[src/rtl/ex_hazard_ctrl_if.sv]
// Hazard-controller bundle: ID/EX/MEM/WB register usage in, pipeline hold/clear
// controls and operand-forward selects out.
interface ex_hazard_ctrl_if #(
  parameter int REG_ADDR_WIDTH = 5,
  parameter int PERF_WIDTH     = 32
);
  logic [REG_ADDR_WIDTH-1:0] id_rs1_i;
  logic [REG_ADDR_WIDTH-1:0] id_rs2_i;
  logic                      id_use_rs1_i;
  logic                      id_use_rs2_i;
  logic [REG_ADDR_WIDTH-1:0] ex_dest_i;
  logic                      ex_reg_write_i;
  logic                      ex_mem_read_i;
  logic                      ex_mc_i;
  logic [REG_ADDR_WIDTH-1:0] mem_dest_i;
  logic                      mem_reg_write_i;
  logic [REG_ADDR_WIDTH-1:0] wb_dest_i;
  logic                      wb_reg_write_i;
  logic                      branch_taken_i;

  logic [1:0]                fwd_a_o;
  logic [1:0]                fwd_b_o;
  logic                      stall_if_o;
  logic                      stall_id_o;
  logic                      bubble_ex_o;
  logic                      stall_ex_o;
  logic                      bubble_mem_o;
  logic                      flush_o;
  logic                      pc_redirect_o;
  logic                      mc_busy_o;
  logic [PERF_WIDTH-1:0]     perf_stall_cnt_o;

  // Pipeline side: supplies stage info, consumes controls.
  modport master (
    output id_rs1_i, id_rs2_i, id_use_rs1_i, id_use_rs2_i,
           ex_dest_i, ex_reg_write_i, ex_mem_read_i, ex_mc_i,
           mem_dest_i, mem_reg_write_i, wb_dest_i, wb_reg_write_i,
           branch_taken_i,
    input  fwd_a_o, fwd_b_o, stall_if_o, stall_id_o, bubble_ex_o,
           stall_ex_o, bubble_mem_o, flush_o, pc_redirect_o, mc_busy_o,
           perf_stall_cnt_o
  );

  // Hazard controller side.
  modport slave (
    input  id_rs1_i, id_rs2_i, id_use_rs1_i, id_use_rs2_i,
           ex_dest_i, ex_reg_write_i, ex_mem_read_i, ex_mc_i,
           mem_dest_i, mem_reg_write_i, wb_dest_i, wb_reg_write_i,
           branch_taken_i,
    output fwd_a_o, fwd_b_o, stall_if_o, stall_id_o, bubble_ex_o,
           stall_ex_o, bubble_mem_o, flush_o, pc_redirect_o, mc_busy_o,
           perf_stall_cnt_o
  );
endinterface

[src/rtl/ex_hazard_ctrl.sv]
// EX-stage hazard controller: operand forwarding, load-use bubble, multi-cycle
// EX occupancy FSM and taken-branch flush, plus a stall-cycle counter.
module ex_hazard_ctrl #(
  parameter int REG_ADDR_WIDTH = 5,
  parameter int MC_LATENCY     = 4,
  parameter int PERF_WIDTH     = 32
) (
  input logic          clk_i,
  input logic          rst_i,
  ex_hazard_ctrl_if.slave hz
);
  localparam int CNT_W = (MC_LATENCY > 1) ? $clog2(MC_LATENCY) : 1;

  typedef enum logic {
    ST_RUN     = 1'b0,
    ST_MC_BUSY = 1'b1
  } state_t;

  state_t                state_q, state_d;
  logic [CNT_W-1:0]      cnt_q, cnt_d;
  logic [PERF_WIDTH-1:0] perf_q, perf_d;
  logic                  mc_busy_q, mc_busy_d;

  logic [1:0][REG_ADDR_WIDTH-1:0] id_rs;
  logic [1:0]                     id_use;
  logic [1:0]                     ex_hit, mem_hit, wb_hit;
  logic [1:0][1:0]                fwd_sel;
  logic                           load_use;

  logic stall_if, stall_id, bubble_ex, stall_ex, bubble_mem, flush, redirect;

  assign id_rs[0]  = hz.id_rs1_i;
  assign id_rs[1]  = hz.id_rs2_i;
  assign id_use[0] = hz.id_use_rs1_i;
  assign id_use[1] = hz.id_use_rs2_i;

  // Per-operand forwarding; the youngest producer (EX) wins.
  for (genvar gi = 0; gi < 2; gi++) begin : g_fwd
    logic live;
    assign live        = id_use[gi] && (id_rs[gi] != '0);
    assign ex_hit[gi]  = live && hz.ex_reg_write_i  && (id_rs[gi] == hz.ex_dest_i);
    assign mem_hit[gi] = live && hz.mem_reg_write_i && (id_rs[gi] == hz.mem_dest_i);
    assign wb_hit[gi]  = live && hz.wb_reg_write_i  && (id_rs[gi] == hz.wb_dest_i);
    assign fwd_sel[gi] = ex_hit[gi]  ? 2'd1 :
                         mem_hit[gi] ? 2'd2 :
                         wb_hit[gi]  ? 2'd3 : 2'd0;
  end

  // ex_hit already implies a non-zero matching dest with reg_write set.
  assign load_use = (state_q == ST_RUN) && hz.ex_mem_read_i && (|ex_hit);

  always_comb begin
    state_d    = state_q;
    cnt_d      = cnt_q;
    stall_if   = 1'b0;
    stall_id   = 1'b0;
    bubble_ex  = 1'b0;
    stall_ex   = 1'b0;
    bubble_mem = 1'b0;
    flush      = 1'b0;
    redirect   = 1'b0;

    if (hz.branch_taken_i) begin
      // Anything in EX is younger than the branch, so abort it outright.
      flush    = 1'b1;
      redirect = 1'b1;
      state_d  = ST_RUN;
      cnt_d    = '0;
    end else begin
      case (state_q)
        ST_RUN: begin
          if (hz.ex_mc_i) begin
            stall_if   = 1'b1;
            stall_id   = 1'b1;
            stall_ex   = 1'b1;
            bubble_mem = 1'b1;
            cnt_d      = CNT_W'(MC_LATENCY - 2);
            state_d    = ST_MC_BUSY;
          end else if (load_use) begin
            stall_if  = 1'b1;
            stall_id  = 1'b1;
            bubble_ex = 1'b1;
          end
        end
        ST_MC_BUSY: begin
          if (cnt_q != '0) begin
            stall_if   = 1'b1;
            stall_id   = 1'b1;
            stall_ex   = 1'b1;
            bubble_mem = 1'b1;
            cnt_d      = cnt_q - CNT_W'(1);
          end else begin
            state_d = ST_RUN;
          end
        end
        default: begin
          state_d = ST_RUN;
          cnt_d   = '0;
        end
      endcase
    end

    mc_busy_d = (state_d == ST_MC_BUSY);
    perf_d    = (stall_if && !rst_i) ? perf_q + PERF_WIDTH'(1) : perf_q;
  end

  always_ff @(posedge clk_i) begin
    if (rst_i) begin
      state_q   <= ST_RUN;
      cnt_q     <= '0;
      perf_q    <= '0;
      mc_busy_q <= 1'b0;
    end else begin
      state_q   <= state_d;
      cnt_q     <= cnt_d;
      perf_q    <= perf_d;
      mc_busy_q <= mc_busy_d;
    end
  end

  // Reset masks every control combinationally, independent of flop state.
  assign hz.fwd_a_o          = rst_i ? 2'd0 : fwd_sel[0];
  assign hz.fwd_b_o          = rst_i ? 2'd0 : fwd_sel[1];
  assign hz.stall_if_o       = stall_if   && !rst_i;
  assign hz.stall_id_o       = stall_id   && !rst_i;
  assign hz.bubble_ex_o      = bubble_ex  && !rst_i;
  assign hz.stall_ex_o       = stall_ex   && !rst_i;
  assign hz.bubble_mem_o     = bubble_mem && !rst_i;
  assign hz.flush_o          = flush      && !rst_i;
  assign hz.pc_redirect_o    = redirect   && !rst_i;
  assign hz.mc_busy_o        = mc_busy_q  && !rst_i;
  assign hz.perf_stall_cnt_o = perf_q;
endmodule

[src/flat_wrapper.sv]
// flat-port wrapper written by rule: the top's interface ports become plain ports
module ex_hazard_ctrl_flat 
#(
  parameter int REG_ADDR_WIDTH = 5,
  parameter int MC_LATENCY     = 4,
  parameter int PERF_WIDTH     = 32
)
  (clk_i, rst_i, hz_id_rs1_i, hz_id_rs2_i, hz_id_use_rs1_i, hz_id_use_rs2_i, hz_ex_dest_i, hz_ex_reg_write_i, hz_ex_mem_read_i, hz_ex_mc_i, hz_mem_dest_i, hz_mem_reg_write_i, hz_wb_dest_i, hz_wb_reg_write_i, hz_branch_taken_i, hz_fwd_a_o, hz_fwd_b_o, hz_stall_if_o, hz_stall_id_o, hz_bubble_ex_o, hz_stall_ex_o, hz_bubble_mem_o, hz_flush_o, hz_pc_redirect_o, hz_mc_busy_o, hz_perf_stall_cnt_o);
  ex_hazard_ctrl_if #(.REG_ADDR_WIDTH(REG_ADDR_WIDTH), .PERF_WIDTH(PERF_WIDTH)) hz_i ();
  input logic clk_i;
  input logic rst_i;
  input wire logic [$bits(hz_i.id_rs1_i)-1:0] hz_id_rs1_i;
  input wire logic [$bits(hz_i.id_rs2_i)-1:0] hz_id_rs2_i;
  input wire logic [$bits(hz_i.id_use_rs1_i)-1:0] hz_id_use_rs1_i;
  input wire logic [$bits(hz_i.id_use_rs2_i)-1:0] hz_id_use_rs2_i;
  input wire logic [$bits(hz_i.ex_dest_i)-1:0] hz_ex_dest_i;
  input wire logic [$bits(hz_i.ex_reg_write_i)-1:0] hz_ex_reg_write_i;
  input wire logic [$bits(hz_i.ex_mem_read_i)-1:0] hz_ex_mem_read_i;
  input wire logic [$bits(hz_i.ex_mc_i)-1:0] hz_ex_mc_i;
  input wire logic [$bits(hz_i.mem_dest_i)-1:0] hz_mem_dest_i;
  input wire logic [$bits(hz_i.mem_reg_write_i)-1:0] hz_mem_reg_write_i;
  input wire logic [$bits(hz_i.wb_dest_i)-1:0] hz_wb_dest_i;
  input wire logic [$bits(hz_i.wb_reg_write_i)-1:0] hz_wb_reg_write_i;
  input wire logic [$bits(hz_i.branch_taken_i)-1:0] hz_branch_taken_i;
  output wire logic [$bits(hz_i.fwd_a_o)-1:0] hz_fwd_a_o;
  output wire logic [$bits(hz_i.fwd_b_o)-1:0] hz_fwd_b_o;
  output wire logic [$bits(hz_i.stall_if_o)-1:0] hz_stall_if_o;
  output wire logic [$bits(hz_i.stall_id_o)-1:0] hz_stall_id_o;
  output wire logic [$bits(hz_i.bubble_ex_o)-1:0] hz_bubble_ex_o;
  output wire logic [$bits(hz_i.stall_ex_o)-1:0] hz_stall_ex_o;
  output wire logic [$bits(hz_i.bubble_mem_o)-1:0] hz_bubble_mem_o;
  output wire logic [$bits(hz_i.flush_o)-1:0] hz_flush_o;
  output wire logic [$bits(hz_i.pc_redirect_o)-1:0] hz_pc_redirect_o;
  output wire logic [$bits(hz_i.mc_busy_o)-1:0] hz_mc_busy_o;
  output wire logic [$bits(hz_i.perf_stall_cnt_o)-1:0] hz_perf_stall_cnt_o;
  assign hz_i.id_rs1_i = hz_id_rs1_i;
  assign hz_i.id_rs2_i = hz_id_rs2_i;
  assign hz_i.id_use_rs1_i = hz_id_use_rs1_i;
  assign hz_i.id_use_rs2_i = hz_id_use_rs2_i;
  assign hz_i.ex_dest_i = hz_ex_dest_i;
  assign hz_i.ex_reg_write_i = hz_ex_reg_write_i;
  assign hz_i.ex_mem_read_i = hz_ex_mem_read_i;
  assign hz_i.ex_mc_i = hz_ex_mc_i;
  assign hz_i.mem_dest_i = hz_mem_dest_i;
  assign hz_i.mem_reg_write_i = hz_mem_reg_write_i;
  assign hz_i.wb_dest_i = hz_wb_dest_i;
  assign hz_i.wb_reg_write_i = hz_wb_reg_write_i;
  assign hz_i.branch_taken_i = hz_branch_taken_i;
  assign hz_fwd_a_o = hz_i.fwd_a_o;
  assign hz_fwd_b_o = hz_i.fwd_b_o;
  assign hz_stall_if_o = hz_i.stall_if_o;
  assign hz_stall_id_o = hz_i.stall_id_o;
  assign hz_bubble_ex_o = hz_i.bubble_ex_o;
  assign hz_stall_ex_o = hz_i.stall_ex_o;
  assign hz_bubble_mem_o = hz_i.bubble_mem_o;
  assign hz_flush_o = hz_i.flush_o;
  assign hz_pc_redirect_o = hz_i.pc_redirect_o;
  assign hz_mc_busy_o = hz_i.mc_busy_o;
  assign hz_perf_stall_cnt_o = hz_i.perf_stall_cnt_o;
  ex_hazard_ctrl #(.REG_ADDR_WIDTH(REG_ADDR_WIDTH), .MC_LATENCY(MC_LATENCY), .PERF_WIDTH(PERF_WIDTH)) u_core (.clk_i(clk_i), .rst_i(rst_i), .hz(hz_i));
endmodule
[config.mk]
export PLATFORM = sky130hd
export DESIGN_NAME = ex_hazard_ctrl_flat
export DESIGN_NICKNAME = d
export VERILOG_FILES = /design/src/rtl/ex_hazard_ctrl_if.sv /design/src/rtl/ex_hazard_ctrl.sv /design/src/flat_wrapper.sv
export SDC_FILE = /design/constraint.sdc
export NUM_CORES = 1
export LEC_CHECK = 0
export BUFFER_PORTS_ARGS = -buffer_cell sky130_fd_sc_hd__buf_2
export CELL_PAD_IN_SITES_DETAIL_PLACEMENT = 1
export CELL_PAD_IN_SITES_GLOBAL_PLACEMENT = 2
export CORE_AREA = 4 4 96 116
export DETAILED_ROUTE_END_ITERATION = 10
export DIE_AREA = 0 0 100 120
export PLACE_DENSITY = 0.86
export SYNTH_ARGS = -nofsm -noshare
export SYNTH_HDL_FRONTEND = slang
export SYNTH_SLANG_ARGS = --single-unit
[constraint.sdc]
create_clock -name clk_i -period 2.25 [get_ports clk_i]
set_input_delay 0.225 -clock clk_i [delete_from_list [all_inputs] [get_ports clk_i]]
set_output_delay 0.225 -clock clk_i [all_outputs]
set_load 0.05 [all_outputs]
==> results_dict.tcl <==
set metrics [dict create \
    tns_ps 0 \
    grt_max_degree 40 \
    cts_sinks 35 \
    ff2ff_path_depth 6 \
    vdd_ir_drop_max_mv 0.217 \
    slew_headroom_pct 69.7 \
    dieWidth_um 100 \
    num_vias 3207 \
    die_area_um2 12000 \
    max_freq_mhz 466 \
    worst_ep_required_time_ps 2030 \
    dp.cells 582 \
    rsz0062_at_grt "false" \
    place_hpwl_um 7570 \
    firstDrtPassIters 5 \
    tightest_slew_ps 453 \
    initial_core_util_pct 29.6 \
    cts_buffer_depth 2 \
    cts-root-buf "clkbuf_16" \
    die_y_um 120 \
    nNetsFinal 503 \
    ys_types 67 \
    synth_top_area_share_pct 23.8 \
    io_pins 79 \
    ant_nets 0 \
    cts_hold_buffers 0 \
    grt_use_total_pct 16.8 \
    hold_ws_ps 196 \
    yosysWarnings 0 \
    wire_per_inst_um 16.7 \
    register_area_um2 707 \
    drc 0 \
    crit_arrival_ps 1920 \
    drtIter0Drc 141 \
    grt_pass1_wl_um 16600 \
    syn_nets 412 \
    fin_crit_sh_pct 95.5 \
    synth_area_leaders "dfxtp_1 (24%), xnor2_1 (5.4%), a21oi_1 (4.1%)" \
    antenna_found_initial 0 \
    end_kind "output pin" \
    slew_violations 0 \
    power.density_nw_per_um2 440 \
    numCtsBuffers 5 \
    gp_congestion 0.805 \
    power_uw 1660 \
    utilization_pct 37.8 \
    worst-setup-path-type "input pin to output pin" \
    drive_gt1_share_pct 31.9 \
    cpPeakStageDelay_ps 540 \
    overflow 0 \
    h-tree-depth 2 \
    synthCells 375 \
    grt_pass1_vias 3397 \
    yosysSeqAreaShare_pct 23.8 \
    rows 40 \
    crit_path_cell_trace "buf_2 -> or4_4 -> o21ai_2 -> nor3_4 -> o21ai_4 -> nand2_2 -> buf_2" \
    syn2layout_area_growth_pct 27.8 \
    synth_edf_count 0 \
    worstPathMaxFanout 10 \
    cts_tree "yes" \
    whs_path_depth 2 \
    diodes 0 \
    worst_clock_skew_ps 4.60 \
    cap_viol_max_count 0 \
    final_cell_mix "buf_2 (76), buf_4 (33), dfxtp_1 (30)" \
    synthFlopType "dfxtp_1" \
    status "complete, no violations" \
    setup_viol 0 \
    clkTransAtPathRegs_ps 60 \
    synth.cell_area_um2 2950 \
    worstHoldPathType "input pin to flop" \
    ys_ff_latch 35 \
    cp-start-kind "input pin" \
    portBuffers 78 \
    final_common_cell "buf_2" \
    final-hold-violation-count 0 \
    worst_path_most_repeated_cell "buf_2" \
    multi_input_area_um2 2010 \
    crit_slowest_cell "or4_4" \
    vias_per_cell 5.41 \
    synth_area_leader_cell "dfxtp_1" \
    p_leak_uw 0.00150 \
    fillers 1230 \
    core_area_um2 9960 \
    syn_avg_cell_area_um2 7.85 \
    synthArstFlopShare_pct 0 \
    instances_no_fill 593 \
    clock_latency_ps 290 \
    wl_um 9930 \
    timing.final.crit_period_ps 2150 \
]
==> where the power goes <==
part / switching [uW] / internal (uW)
logic: 171 / 97.1
clock network: 279 / 472
registers: 8.93 / 628
==> final timing paths <==
check	start	to	slack, ps
max	hz_id_rs2_i[0]	hz_stall_if_o	100
min reg2reg	u_core.hz.perf_stall_cnt_o[1]	u_core.hz.perf_stall_cnt_o[1]	530
max reg2reg	u_core.hz.perf_stall_cnt_o[16]	u_core.hz.perf_stall_cnt_o[24]	120
min	hz_branch_taken_i	u_core.cnt_q[0]	200
==> state kept, by name (all words and copies together) (netlist names) <==
| register | count |
|---|---|
| u_core.state_q | 1 |
| u_core.cnt_q | 2 |
| u_core.hz.perf_stall_cnt_o | 32 |
==> stage by stage <==
step                      worst slack, ps  area (um2)
after detailed placement             60.0        3580
final                                 102        3760
after floorplan                     -43.6        2960
after global placement                109        3580
after CTS                            70.3        3730
after global routing                 4.49        3760
==> repair_timing <==
item / 4_1_cts / 5_1_grt
buffers inserted: 0 / 3
gates resized for setup: 0 / 3
endpoints found under the setup margin: 0 / 4
==> synth_stat cells (3+ instances only) <==
master and number:
a211o_1 3, a21oi_1 24, a31oi_1 5, and2_1 3
and3_1 5, and4_1 7, buf_2 6, buf_4 3
buf_6 6, clkbuf_1 10, dfxtp_1 35, inv_1 15
mux2_1 6, mux2_4 3, mux2i_1 3, nand2_1 27
nand3_1 24, nand4_1 19, nor2_1 23, nor2b_1 15
nor3_1 17, nor4_1 5, o2111ai_1 5, o211ai_1 6
o21ai_0 7, o221ai_1 3, o22ai_1 4, o32ai_1 4
xnor2_1 18, xor2_1 12
==> final cells by class <==
class	instances	share of cell area [%]
inverter	16	1.60
tap	126	4.19
clock buffer	8	4.15
timing repair buffer	113	17.9
multi-input combinational	295	53.4
sequential	35	18.8
==> critical path: cells and delay by family <==
family | cells | cell delay [ps]
AO/OA/AOI/OAI | 2 | 540
AND/OR/NAND/NOR | 3 | 800
buffers and inverters | 2 | 360
==> layer usage <==
| layer | up-vias | global-route usage (%) | part of all wire (%) |
|---|---|---|---|
| li1 | 1576 | - | - |
| met4 | 0 | 4.72 | 1.1 |
| met3 | 8 | 2.44 | 4.2 |
| met1 | 1549 | 20.5 | 45 |
| met2 | 74 | 30.1 | 50 |
| met5 | - | 0 | 0 |
==> cell families after synthesis <==
logic type	share of synthesized area, %
buffers and inverters	8.37
xor gates and xnor gates	8.92
adders and majority gates	0.849
AOI/OAI and AO/OA	20.1
DFF	23.8
and+or+nand+nor	33.1
muxes	4.84
Note: power is estimated with default switching activity, not from simulation.
